## config.mk

```make
export PLATFORM = sky130hd
export DESIGN_NAME = usart_rx
export DESIGN_NICKNAME = d
export VERILOG_FILES = /design/src/rtl/usart_rx.sv
export SDC_FILE = /design/constraint.sdc
export NUM_CORES = 1
export LEC_CHECK = 0
export ABC_CLOCK_PERIOD_IN_PS = 4400
export CELL_PAD_IN_SITES_DETAIL_PLACEMENT = 1
export CELL_PAD_IN_SITES_GLOBAL_PLACEMENT = 1
export CORE_MARGIN = 2
export CORE_UTILIZATION = 47
export DETAILED_ROUTE_END_ITERATION = 16
export GPL_TIMING_DRIVEN = 0
export PLACE_DENSITY = 0.95
export SLEW_MARGIN = 5
export SYNTH_ARGS = -nofsm -noshare
export SYNTH_HDL_FRONTEND = slang
export SYNTH_SLANG_ARGS = --single-unit
export TNS_END_PERCENT = 100
```

## constraint.sdc

```tcl
create_clock -name clk -period 4.4 [get_ports clk]
set_clock_uncertainty 0.2 [all_clocks]
set_input_delay 0.44 -clock clk [delete_from_list [all_inputs] [get_ports clk]]
set_output_delay 0.44 -clock clk [all_outputs]
set_load 0.05 [all_outputs]
```

## src/rtl/usart_rx.sv

```systemverilog
// usart_rx: oversampling UART receive stage with majority-vote bit decode and
// a 2-entry receive buffer carrying per-frame framing/parity error flags.
module usart_rx #(
    parameter int DATA_BITS  = 8,
    parameter int OVERSAMPLE = 16
) (
    input  logic                 clk,
    input  logic                 rst,
    input  logic                 baud_tick,
    input  logic                 rx_en,
    input  logic [1:0]           parity_mode,
    input  logic                 rx,
    input  logic                 rx_read,
    output logic [DATA_BITS-1:0] rx_data,
    output logic                 rx_valid,
    output logic                 fe,
    output logic                 pe,
    output logic                 dor,
    output logic                 rx_busy
);
    localparam int CNT_W = $clog2(OVERSAMPLE);
    localparam int IDX_W = (DATA_BITS > 1) ? $clog2(DATA_BITS) : 1;
    localparam int ENT_W = DATA_BITS + 2;
    localparam logic [CNT_W-1:0] CNT_MAX  = CNT_W'(OVERSAMPLE - 1);
    localparam logic [CNT_W-1:0] SMP_A    = CNT_W'(OVERSAMPLE / 2 - 1);
    localparam logic [CNT_W-1:0] SMP_B    = CNT_W'(OVERSAMPLE / 2);
    localparam logic [CNT_W-1:0] SMP_C    = CNT_W'(OVERSAMPLE / 2 + 1);
    localparam logic [IDX_W-1:0] IDX_LAST = IDX_W'(DATA_BITS - 1);

    typedef enum logic [2:0] {
        ST_IDLE   = 3'd0,
        ST_START  = 3'd1,
        ST_DATA   = 3'd2,
        ST_PARITY = 3'd3,
        ST_STOP   = 3'd4
    } state_t;

    function automatic logic maj3(input logic a, input logic b, input logic c);
        return (a & b) | (a & c) | (b & c);
    endfunction

    function automatic logic parity_of(input logic [DATA_BITS-1:0] d);
        return ^d;
    endfunction

    logic                 rx_meta_r;
    logic                 rx_sync_r;
    state_t               state_r;
    logic [CNT_W-1:0]     cnt_r;
    logic [IDX_W-1:0]     bit_idx_r;
    logic [1:0]           samp_r;
    logic [DATA_BITS-1:0] shift_r;
    logic                 par_en_r;
    logic                 par_odd_r;
    logic                 pe_flag_r;
    logic                 busy_r;

    logic [ENT_W-1:0]     head_r;
    logic [ENT_W-1:0]     tail_r;
    logic                 head_vld_r;
    logic                 tail_vld_r;
    logic                 dor_r;

    logic                 vote_s;
    logic                 push_s;
    logic                 pop_s;
    logic                 overrun_s;
    logic [ENT_W-1:0]     new_entry_s;
    logic [ENT_W-1:0]     mid_head_s;
    logic [ENT_W-1:0]     mid_tail_s;
    logic                 mid_head_vld_s;
    logic                 mid_tail_vld_s;
    logic [ENT_W-1:0]     head_n_s;
    logic [ENT_W-1:0]     tail_n_s;
    logic                 head_vld_n_s;
    logic                 tail_vld_n_s;

    assign vote_s      = maj3(samp_r[0], samp_r[1], rx_sync_r);
    assign push_s      = rx_en && baud_tick && (state_r == ST_STOP) && (cnt_r == SMP_C);
    assign new_entry_s = {shift_r, ~vote_s, pe_flag_r};

    // Two-flop synchronizer for the asynchronous rx line; idles high
    always_ff @(posedge clk) begin
        if (rst) begin
            rx_meta_r <= 1'b1;
            rx_sync_r <= 1'b1;
        end else begin
            rx_meta_r <= rx;
            rx_sync_r <= rx_meta_r;
        end
    end

    // Bit-timing FSM: start detect, per-bit majority vote, frame assembly
    always_ff @(posedge clk) begin
        if (rst || !rx_en) begin
            state_r   <= ST_IDLE;
            cnt_r     <= '0;
            bit_idx_r <= '0;
            samp_r    <= 2'b00;
            shift_r   <= '0;
            par_en_r  <= 1'b0;
            par_odd_r <= 1'b0;
            pe_flag_r <= 1'b0;
            busy_r    <= 1'b0;
        end else if (baud_tick) begin
            if (state_r == ST_IDLE) begin
                if (!rx_sync_r) begin
                    state_r   <= ST_START;
                    cnt_r     <= CNT_W'(1);
                    bit_idx_r <= '0;
                    busy_r    <= 1'b1;
                    pe_flag_r <= 1'b0;
                    par_en_r  <= parity_mode[1];
                    par_odd_r <= parity_mode[0];
                end
            end else begin
                cnt_r <= (cnt_r == CNT_MAX) ? '0 : cnt_r + CNT_W'(1);
                if (cnt_r == SMP_A) samp_r[0] <= rx_sync_r;
                if (cnt_r == SMP_B) samp_r[1] <= rx_sync_r;
                if (cnt_r == SMP_C) begin
                    case (state_r)
                        ST_START: begin
                            if (vote_s) begin
                                state_r <= ST_IDLE;
                                cnt_r   <= '0;
                                busy_r  <= 1'b0;
                            end else begin
                                state_r <= ST_DATA;
                            end
                        end
                        ST_DATA: begin
                            shift_r <= {vote_s, shift_r[DATA_BITS-1:1]};
                            if (bit_idx_r == IDX_LAST) begin
                                state_r <= par_en_r ? ST_PARITY : ST_STOP;
                            end else begin
                                bit_idx_r <= bit_idx_r + IDX_W'(1);
                            end
                        end
                        ST_PARITY: begin
                            pe_flag_r <= (vote_s != (parity_of(shift_r) ^ par_odd_r));
                            state_r   <= ST_STOP;
                        end
                        ST_STOP: begin
                            // Frame completes mid stop bit so a new start is seen promptly
                            state_r <= ST_IDLE;
                            cnt_r   <= '0;
                            busy_r  <= 1'b0;
                        end
                        default: begin
                            state_r <= ST_IDLE;
                            cnt_r   <= '0;
                            busy_r  <= 1'b0;
                        end
                    endcase
                end
            end
        end
    end

    // Buffer view after the pop; an emptied slot is zeroed so outputs read 0
    always_comb begin
        pop_s = rx_read && head_vld_r;
        if (pop_s) begin
            mid_head_s     = tail_r;
            mid_head_vld_s = tail_vld_r;
            mid_tail_s     = '0;
            mid_tail_vld_s = 1'b0;
        end else begin
            mid_head_s     = head_r;
            mid_head_vld_s = head_vld_r;
            mid_tail_s     = tail_r;
            mid_tail_vld_s = tail_vld_r;
        end
    end

    // Push lands in the first free slot, otherwise the new frame is dropped
    always_comb begin
        head_n_s     = mid_head_s;
        head_vld_n_s = mid_head_vld_s;
        tail_n_s     = mid_tail_s;
        tail_vld_n_s = mid_tail_vld_s;
        overrun_s    = 1'b0;
        if (push_s && !mid_head_vld_s) begin
            head_n_s     = new_entry_s;
            head_vld_n_s = 1'b1;
        end else if (push_s && !mid_tail_vld_s) begin
            tail_n_s     = new_entry_s;
            tail_vld_n_s = 1'b1;
        end else if (push_s) begin
            overrun_s = 1'b1;
        end else begin
            overrun_s = 1'b0;
        end
    end

    // Receive buffer and sticky overrun flag
    always_ff @(posedge clk) begin
        if (rst || !rx_en) begin
            head_r     <= '0;
            tail_r     <= '0;
            head_vld_r <= 1'b0;
            tail_vld_r <= 1'b0;
            dor_r      <= 1'b0;
        end else begin
            head_r     <= head_n_s;
            tail_r     <= tail_n_s;
            head_vld_r <= head_vld_n_s;
            tail_vld_r <= tail_vld_n_s;
            dor_r      <= overrun_s ? 1'b1 : (pop_s ? 1'b0 : dor_r);
        end
    end

    assign rx_data  = head_r[ENT_W-1:2];
    assign fe       = head_r[1];
    assign pe       = head_r[0];
    assign rx_valid = head_vld_r;
    assign dor      = dor_r;
    assign rx_busy  = busy_r;

endmodule

```

Yosys cells after proc, flatten, opt, wreduce, memory -nomap -nowiden. Cells that the tools add are included.

Equal/unequal tests: 15. Bitwise operators: 9. Reductions and logical operators: 27. Muxes and demuxes: 42. $add $sub $neg: 2.

Operator list (number): $mux W10 (5); $mux W3 (10); $mux W4 (5); $mux W1 (18); $eq A4 B4 Y1 const B (3); $reduce_and A4 Y1 (3); $reduce_and A5 Y1 (2); $reduce_bool A2 Y1 (5); $pmux W3 S3 (1); $reduce_and A3 Y1 (3); $pmux W4 S2 (1); $reduce_xor A8 Y1 (1); $eq A3 B2 Y1 const B (2); $eq A3 B3 Y1 const B (2); $logic_and A1 B1 Y1 (6); $ne A3 B3 Y1 const B (2); $add A4 B1 Y4 const B (1); $eq A4 B3 Y1 const B (1); $ne A2 B2 Y1 const B (2); $add A3 B1 Y3 const B (1); $and A1 B1 Y1 (3); $eq A3 B1 Y1 const B (1); $logic_not A1 Y1 (3); $logic_not A3 Y1 (1); 10 further kinds (13).

Output and inout port bits: 13. Logic and storage cells: 112. Bits of input ports: 8. Bits in registers: 49.

Depth between registers and ports, before layout. Gate-level depths: netlist of run 1.

Depth in word-level cells: 7. Gate-level depth with buffers: 7. Mapped depth without buffers: 6.

Worst setup path after synthesis of run 1. No wires, ideal clock.

Path type: flip-flop to flip-flop. From: register bit_idx_r[0]. To: register bit_idx_r[1]. Buffers on the path: 0. Arrival time: 1624 ps. Period minus slack after synthesis: 1956 ps. Library setup time: 132 ps. Slack: 2444 ps. Stages on the path, launching flop included: 7. Data required time: 4068 ps. Cells stage by stage: dfxtp_1 ha_1 ha_1 or4b_4 o21ba_2 o21ai_0 a21oi_1.

Longest elaborated chain between the ends: 5. Elaborated cells on any way between the ends: 8. Those cells by class: add/sub (1); eq/ne (2); mux (4); reduce/logical (1).

RTL lines: start: declaration (RTL line 50) `logic [IDX_W-1:0] bit_idx_r;`; start signal: assignment (RTL line 136) `bit_idx_r <= bit_idx_r + IDX_W'(1);`; $add A3 B1 Y3 (RTL line 136); $mux W3 (RTL line 133) `if (bit_idx_r == IDX_LAST) begin`; $mux W3 (RTL line 121) `case (state_r)`; $mux W3 (RTL line 120) `if (cnt_r == SMP_C) begin`; $mux W3 (RTL line 106) `if (state_r == ST_IDLE) begin`.

Several ways; a longest one is shown, not always the timed one. The select of a mux whose other input is x is not followed. A chain may end at the register's enable or synchronous reset.

Worst setup path in the final report of run 1.
From: register head_vld_r, in the netlist rx_valid. To: output port rx_valid.

RTL lines: start: declaration (RTL line 60) `logic head_vld_r;`; start signal: assignment (RTL line 207) `head_vld_r <= head_vld_n_s;`; end: declaration (RTL line 15) `output logic rx_valid,`.

No word-level cell between the ends.

==> Flow_metrics.wiki, run 1 <==
{| class="wikitable"
! Metric !! Value
|-
| DP HPWL || 4430 um
|-
| Largest delay contributor family on the critical path || buffers and inverters
|-
| Number of placed I/O pins || 21
|-
| CTS hold repair buffers || 0
|-
| Clock-pin slew on the worst setup and hold paths || around 0.090 ns
|-
| Most frequent cells after synthesis || 49 x sky130_fd_sc_hd__dfxtp_1, 29 x sky130_fd_sc_hd__nor2_1, 24 x sky130_fd_sc_hd__nand2_1
|-
| Final setup slack of the worst path || 2.17 ns
|-
| Initial antenna violation count || 0
|-
| Std-Cell Rows || 25
|-
| Transition time at the pin with the least slew margin || 0.665 ns
|-
| Yosys Warn Count || 0
|-
| Number of max-slew violations in the final report || 0
|-
| Clock Latency Late Sink || 0.31 ns
|-
| Hold_ws || roughly 0.23 ns
|-
| Maximum clock rate || between 400 and 500 MHz
|-
| Count of endpoints failing setup in the final report || 0
|-
| Number of vias in the routed layout || around 2100
|-
| Slowest library cell on the worst path || sky130_fd_sc_hd__clkdlybuf4s50_1
|-
| Max-cap violation count || 0
|-
| Clk sink count || 49
|-
| Count of port buffers added during placement || 20
|-
| Nets in the synthesized netlist || 278
|-
| Proportion of layout cells with a drive suffix above 1 || between 10% and 20%
|-
| Library cell with the highest instance count after synthesis || sky130_fd_sc_hd__dfxtp_1
|-
| Depth of the CTS H-tree || 2
|-
| Share of total power in sequential cells || about 55%
|-
| Worst supply voltage drop on vdd || ~160 uV
|-
| Dominant cells by area after synthesis || sky130_fd_sc_hd__dfxtp_1 41%, sky130_fd_sc_hd__mux2i_1 5.0%, sky130_fd_sc_hd__nor2_1 4.5%, sky130_fd_sc_hd__a21oi_1 4.2%, sky130_fd_sc_hd__nand3_1 4.2%
|-
| Launch point of the critical path || rx_valid
|-
| Predominant post-synthesis flop cell || sky130_fd_sc_hd__dfxtp_1
|-
| Detailed-route DRC error count || 0
|-
| Worst min-delay path class || register to register
|-
| Routed Wire Length || 6100 um
|-
| Largest stage delay, worst path || 0.84 ns
|-
| N_diodes || 0
|-
| Cts repair resizes || 0
|-
| Worst Hold Launch || rx_meta_r
|-
| Number of enable-type register cells in the synthesized netlist || 0
|-
| Worst endpoint required time || ~3.8 ns
|-
| Total of flip-flops plus latches after synthesis || around 50
|-
| Internal cell power || roughly 640 uW
|-
| Crit path cell chain || clkdlybuf4s50_1
|-
| Maximum number of pins on one net before global-route repair || 16
|-
| Mean instance size in the synthesized netlist || 9.05 sq um
|-
| Post-synth top area share || around two fifths
|-
| Worst R2R Setup Slack || 2.29 ns
|-
| Vias in the first global route || about 2100
|-
| Register area share after synthesis || between 40% and 50%
|-
| Pre-CTS setup slack || around 2.0 ns
|-
| Count of buffering cells on the critical path with inverters included || 1
|-
| Final period util || 50.7%
|-
| Reported net switching power || ~170 uW
|-
| Post-CTS Setup Inserts || 0
|-
| Layout fillers || between 500 and 600
|-
| Synth async-reset ratio || 0%
|-
| Type of element launching the critical path || register
|-
| Setup repair after global routing missed its margin || no
|-
| Final period demand of the worst path || about 2.2 ns
|-
| Startpoint of the worst-slack reg-to-reg timing path || bit_idx_r[0]
|-
| Buffer levels on the longest clock path || 2
|-
| Wire length of the first global-routing pass || 10300 um
|-
| Fin. Hold Viols || 0
|-
| Kind of capture point of the worst setup path || output pin
|-
| Area enclosed by the die boundary || approximately 5700 sq um
|-
| X dimension of the die || approximately 75 um
|-
| Relative area change from synthesis to final layout || 16.8%
|-
| Initial standard-cell utilization of the core || approximately half
|-
| Post-synth design cell area || 2400 sq um
|-
| Clock tree from TritonCTS || built
|-
| Max transition margin || ~56%
|-
| Number of nets at the end of the flow || between 300 and 400
|-
| Violation count after the first detailed-routing iteration || 87
|-
| Netlist cell types || 58
|-
| Crit Path Category || register to output pin
|-
| Post-detailed-route via-to-cell ratio || around 5.8
|-
| Clock network fraction of design power || roughly 42%
|-
| Vertical extent of the die || 75.4 um
|-
| Largest driver fanout on the critical path || 7
|-
| Placer congestion estimate || roughly 0.82
|-
| Combinational Power Share || around 3.8%
|-
| Pwr per Cell Area || around 290 nW/um^2
|-
| Proportion of total power due to net switching || a little over a fifth
|-
| Outcome || finished, final reports clean
|-
| Overall overflow remaining after global route || 0
|-
| Final sum of negative setup slack || 0 ns
|-
| Clock tree root buffer cell || sky130_fd_sc_hd__clkbuf_8
|-
| DRT antenna net count || 0
|-
| CTS buffer count || 5
|-
| Wirelength per Cell || around 17 um
|-
| Cell taking the most area after synthesis || sky130_fd_sc_hd__dfxtp_1
|-
| Overall global routing resource usage || a little under a quarter
|-
| Synthesized instance count || between 200 and 300
|-
| Pre-antenna DRT Iters || 4
|-
| Data arrival time of the worst path || approximately 1.6 ns
|-
| Core area || around 4800 sq um
|-
| Leakage power || around 0.001 uW
|}
[per-layer routing]
layer  vias to the layer above  share of wire (%)  global-route usage [%]  wire length (um)
li1                       1005                  -                       -                 -
met1                      1018                 43                    29.1              2650
met2                        39                 52                    43.1              3170
met3                        11                2.8                    3.70               172
met4                         0                1.8                    7.99               107
met5                         -                  0                       0                 0
[cell type report]
cell class | count | area, sq um | share of cell area [%]
Multi-Input combinational cell | 193 | 1300 | 46.2
Buffer | 19 | 106 | 3.79
Sequential cell | 49 | 981 | 35.0
Tap cell | 67 | 83.8 | 2.99
Clock inverter | 2 | 37.5 | 1.34
Timing Repair Buffer | 20 | 200 | 7.14
Clock buffer | 6 | 82.6 | 2.95
Inverter | 4 | 15.0 | 0.536
[cell families after synthesis]
family          Yosys count  share of synthesized area (%)
simple gates            107                           24.2
xor+xnor                  9                           3.86
fa+ha+maj                 6                           3.08
buf+inv                  23                           5.06
flops                    49                           40.9
compound gates           59                           17.9
mux                      12                           5.01
[power by group through the flow]
stage	registers (uW)	logic [uW]	clock network [uW]
4_1_cts	446	31.3	346
3_3_place_gp	456	29.8	0
6_report	446	31.3	339
5_1_grt	446	34.2	363
2_1_floorplan	456	15.5	0
3_5_place_dp	456	30.9	0
[flip-flops by register name, summed over array words and instances (netlist names)]
register    count
bit_idx_r       3
cnt_r           4
dor             1
head_r         10
par_en_r        1
par_odd_r       1
pe_flag_r       1
rx_busy         1
rx_meta_r       1
rx_sync_r       1
rx_valid        1
samp_r          2
shift_r         8
state_r         3
tail_r         10
tail_vld_r      1
[stage by stage]
step                std cells  total power [uW]  cell area, sq um  util [%]
floorplan                 265               472              2400         -
global placement          352               486              2680      55.7
detailed placement        352               487              2680      55.7
CTS                       360               823              2800      58.2
global route              360               843              2800      58.2
finish                    360               816              2800      58.2
[final timing paths]
| check | to | cells after the start |
|---|---|---|
| max | rx_valid | 1 |
| min reg2reg | rx_sync_r | 1 |
| max reg2reg | bit_idx_r[2] | 6 |
| min | rx_sync_r | 1 |
[placed cells by master (no fill, tap or decap), drive strengths merged, types with 2 or more instances in the layout]
| master | n |
|---|---|
| a311oi | 10 |
| clkdlybuf4s50 | 20 |
| inv | 4 |
| a31oi | 2 |
| o311ai | 2 |
| nand2 | 24 |
| nor3 | 3 |
| dfxtp | 49 |
| xnor2 | 7 |
| or2 | 3 |
| nor2 | 29 |
| o21ai | 8 |
| nand2b | 5 |
| a211oi | 2 |
| nand4b | 4 |
| o31ai | 2 |
| buf | 9 |
| ha | 5 |
| and2 | 2 |
| mux2i | 12 |
| clkbuf | 16 |
| nand3 | 20 |
| o211ai | 2 |
| a21oi | 20 |
| nor2b | 4 |
| nand3b | 3 |
Note: power is estimated with default switching activity, not from simulation.
==> inputs of run 2 (changes only) <==
Settings changed: ABC_CLOCK_PERIOD_IN_PS 4400 to 2200, CORE_UTILIZATION 47 to 44, PLACE_DENSITY 0.95 to 0.9.
Clock period 4.4 ns to 2.2 ns, I/O delays scaled along.
==> run 2 against run 1 <==
Cell count increased by 0.83%. Sequential power increased by 100%. Die area increased by 6.5%. Largest power group unchanged.
==> Flow_metrics.wiki, run 2 (synthesis results as in run 1) <==
{| class="wikitable"
! Metric !! Value
|-
| Maximum clock rate || 480 MHz
|-
| Initial standard-cell utilization of the core || 46.4% (-3.4 points)
|-
| Clk sink count || 49 (unchanged)
|-
| Core area || 5170 sq um (+7.4%)
|-
| Cts repair resizes || 0 (unchanged)
|-
| Worst supply voltage drop on vdd || 255 uV (+60%)
|-
| Clock-pin slew on the worst setup and hold paths || 0.09 ns (about the same)
|-
| Violation count after the first detailed-routing iteration || 157 (+80%)
|-
| Worst endpoint required time || 2.18 ns (-1.58 ns)
|-
| End point of the most critical hold path || rx_sync_r
|-
| Overall global routing resource usage || 21.5% (-2.4 points)
|-
| Pre-antenna DRT Iters || 4 (unchanged)
|-
| Initial antenna violation count || 0 (unchanged)
|-
| Vias in the first global route || 2109 (+1.4%)
|-
| Share of total power in sequential cells || 58.8% (+4.2 points)
|-
| Number of nets at the end of the flow || 305 (unchanged)
|-
| Internal cell power || 1150 uW (+79%)
|-
| N_diodes || 0 (unchanged)
|-
| Worst hold path depth || 1 (unchanged)
|-
| Wire length of the first global-routing pass || 10400 um (+1.3%)
|-
| Clock network fraction of design power || 37.1% (-4.4 points)
|-
| Leakage power || 0.000995 uW (-1.2%)
|-
| Post-CTS Setup Inserts || 0 (unchanged)
|-
| Depth of the CTS H-tree || 2 (unchanged)
|-
| CTS buffer count || 5 (unchanged)
|-
| Reported net switching power || 371 uW (+110%)
|-
| Maximum number of pins on one net before global-route repair || 18 (+2)
|-
| Fin. Hold Viols || 0 (unchanged)
|-
| Post-detailed-route via-to-cell ratio || 5.66 (-1.6%)
|-
| Registers with the highest flip-flop counts || head_r (10), tail_r (10), shift_r (8)
|-
| Detailed-route DRC error count || 0 (unchanged)
|-
| Reg2Reg Capture Point || bit_idx_r[2]
|-
| Wirelength per Cell || 16.2 um (-4.2%)
|-
| Pwr per Cell Area || 545 nW/um^2 (+87%)
|-
| Largest driver fanout on the critical path || 4 (-3)
|-
| Final sum of negative setup slack || 0 ns (unchanged)
|-
| DP HPWL || 4320 um (-2.3%)
|-
| Worst min-delay path class || register to register
|-
| Count of endpoints failing setup in the final report || 0 (unchanged)
|-
| DRT antenna net count || 0 (unchanged)
|-
| Sequential cell area || 981 sq um (unchanged)
|-
| Final period demand of the worst path || between 2 and 2.5 ns
|-
| Most common cell after layout, fill and taps aside || sky130_fd_sc_hd__dfxtp_1
|-
| Commonest cells after routing, fill and taps aside || 49 x sky130_fd_sc_hd__dfxtp_1, 29 x sky130_fd_sc_hd__nor2_1, 24 x sky130_fd_sc_hd__nand2_1
|-
| Final period util || between 90% and 100%
|-
| Area enclosed by the die boundary || 6060 sq um (+6.5%)
|-
| Worst R2R Setup Slack || 0.12 ns (-2.17 ns)
|-
| Clock tree from TritonCTS || built
|-
| Clock Latency Late Sink || 0.30 ns (about the same)
|-
| Startpoint of the worst-slack reg-to-reg timing path || bit_idx_r[0]
|-
| Type of element launching the critical path || register
|-
| Buffer levels on the longest clock path || 2 (unchanged)
|-
| Max-cap violation count || 0 (unchanged)
|-
| Setup repair after global routing missed its margin || no
|-
| X dimension of the die || 77.8 um (+3.2%)
|-
| Crit Path Category || register to register
|-
| Number of vias in the routed layout || 2056 (-0.82%)
|-
| Vertical extent of the die || 77.8 um (+3.2%)
|-
| Count of port buffers added during placement || 20 (unchanged)
|-
| Worst Hold Launch || rx_meta_r
|-
| Final setup slack of the worst path || 0.118 ns (-2.05 ns)
|-
| CTS hold repair buffers || 0 (unchanged)
|-
| Proportion of total power due to net switching || 24.4% (+3.1 points)
|-
| Proportion of layout cells with a drive suffix above 1 || 10.6% (unchanged)
|-
| Data arrival time of the worst path || 2.06 ns (+0.47 ns)
|-
| Number of max-slew violations in the final report || 0 (unchanged)
|-
| Transition time at the pin with the least slew margin || 0.644 ns (-0.0213 ns)
|-
| Kind of capture point of the worst setup path || register
|-
| Outcome || finished, final reports clean
|-
| Number of placed I/O pins || 21 (unchanged)
|-
| Layout fillers || 621 (+5.8%)
|-
| Overall overflow remaining after global route || 0 (unchanged)
|-
| Std-Cell Rows || 26 (+4.0%)
|-
| Routed Wire Length || 5890 um (-3.4%)
|-
| Depth of the worst register-to-register path || 6 (unchanged)
|-
| Pre-CTS setup slack || 0.00974 ns (-1.97 ns)
|-
| Max transition margin || 57.1% (+1.4 points)
|-
| Clock tree root buffer cell || sky130_fd_sc_hd__clkbuf_8
|-
| Placer congestion estimate || 0.775 (-5.1%)
|-
| Multi-input gate area || 1300 sq um (unchanged)
|-
| Relative area change from synthesis to final layout || 15.9%
|-
| Combinational Power Share || 4.1% (+0.3 points)
|}
run 2: changes by cell type in the layout (fill, tap and decap cells not counted):
cell                        before  now
sky130_fd_sc_hd__inv_6           0    2
sky130_fd_sc_hd__bufinv_16       1    0
sky130_fd_sc_hd__clkbuf_8        6    5
sky130_fd_sc_hd__o21ai_0         7    6
sky130_fd_sc_hd__o21ai_1         0    1
run 2: through the flow:
stage | hold slack (ns) | util [%] | std cells | cell area [sq um] | power (uW)
after floorplan | 0.124 | - | 265 | 2400 | 943
after global placement | 0.203 | 51.9 | 355 | 2690 | 973
after detailed placement | 0.206 | 51.9 | 355 | 2690 | 974
after CTS | 0.234 | 53.7 | 363 | 2780 | 1530
after global routing | 0.249 | 53.7 | 363 | 2780 | 1570
final | 0.230 | 53.7 | 363 | 2780 | 1520
run 2: power by group through the flow:
stage / clock network, uW / logic (uW) / registers [uW]
after detailed placement: 0 / 61.4 / 912
after CTS: 581 / 62.1 / 892
after floorplan: 0 / 31.0 / 912
after global routing: 611 / 68.3 / 892
after global placement: 0 / 60.7 / 912
final: 563 / 61.5 / 892
run 2: worst max-delay path, stage by stage, from the launching register on:
cell                      delay [ns]
sky130_fd_sc_hd__dfxtp_1        0.35
sky130_fd_sc_hd__ha_1           0.20
sky130_fd_sc_hd__ha_1           0.18
sky130_fd_sc_hd__or4b_4         0.53
sky130_fd_sc_hd__o21ba_2        0.26
sky130_fd_sc_hd__o21ai_0        0.16
sky130_fd_sc_hd__a21oi_1        0.08
run 2: final cells by class:
type / count / share of cell area, %
clock buffer: 5 / 2.48
tap: 70 / 3.15
sequential: 49 / 35.3
inverter: 4 / 0.540
multi-input combinational: 193 / 46.6
buffer: 19 / 3.83
clock inverter: 3 / 0.900
timing repair buffer: 20 / 7.20
run 2: worst max path at each step:
stage / start / endpoint / slack [ns] / cells past startpoint
floorplan: bit_idx_r[0] / bit_idx_r[1] / 0.24 / 6
global placement: baud_tick / tail_r[9] / 0.03 / 5
detailed placement: baud_tick / tail_r[4] / 0.01 / 5
CTS: bit_idx_r[0] / bit_idx_r[2] / 0.10 / 6
global route: cnt_r[1] / tail_r[4] / 0.01 / 6
finish: bit_idx_r[0] / bit_idx_r[2] / 0.12 / 6
run 2: routing by layer:
layer  track usage (%)  wire length [um]  up-vias
li1                  -                 -     1006
met3              3.84               165        9
met5                 0                 0        -
met4              6.07               111        0
met2              36.6              2880       37
met1              27.9              2730     1004
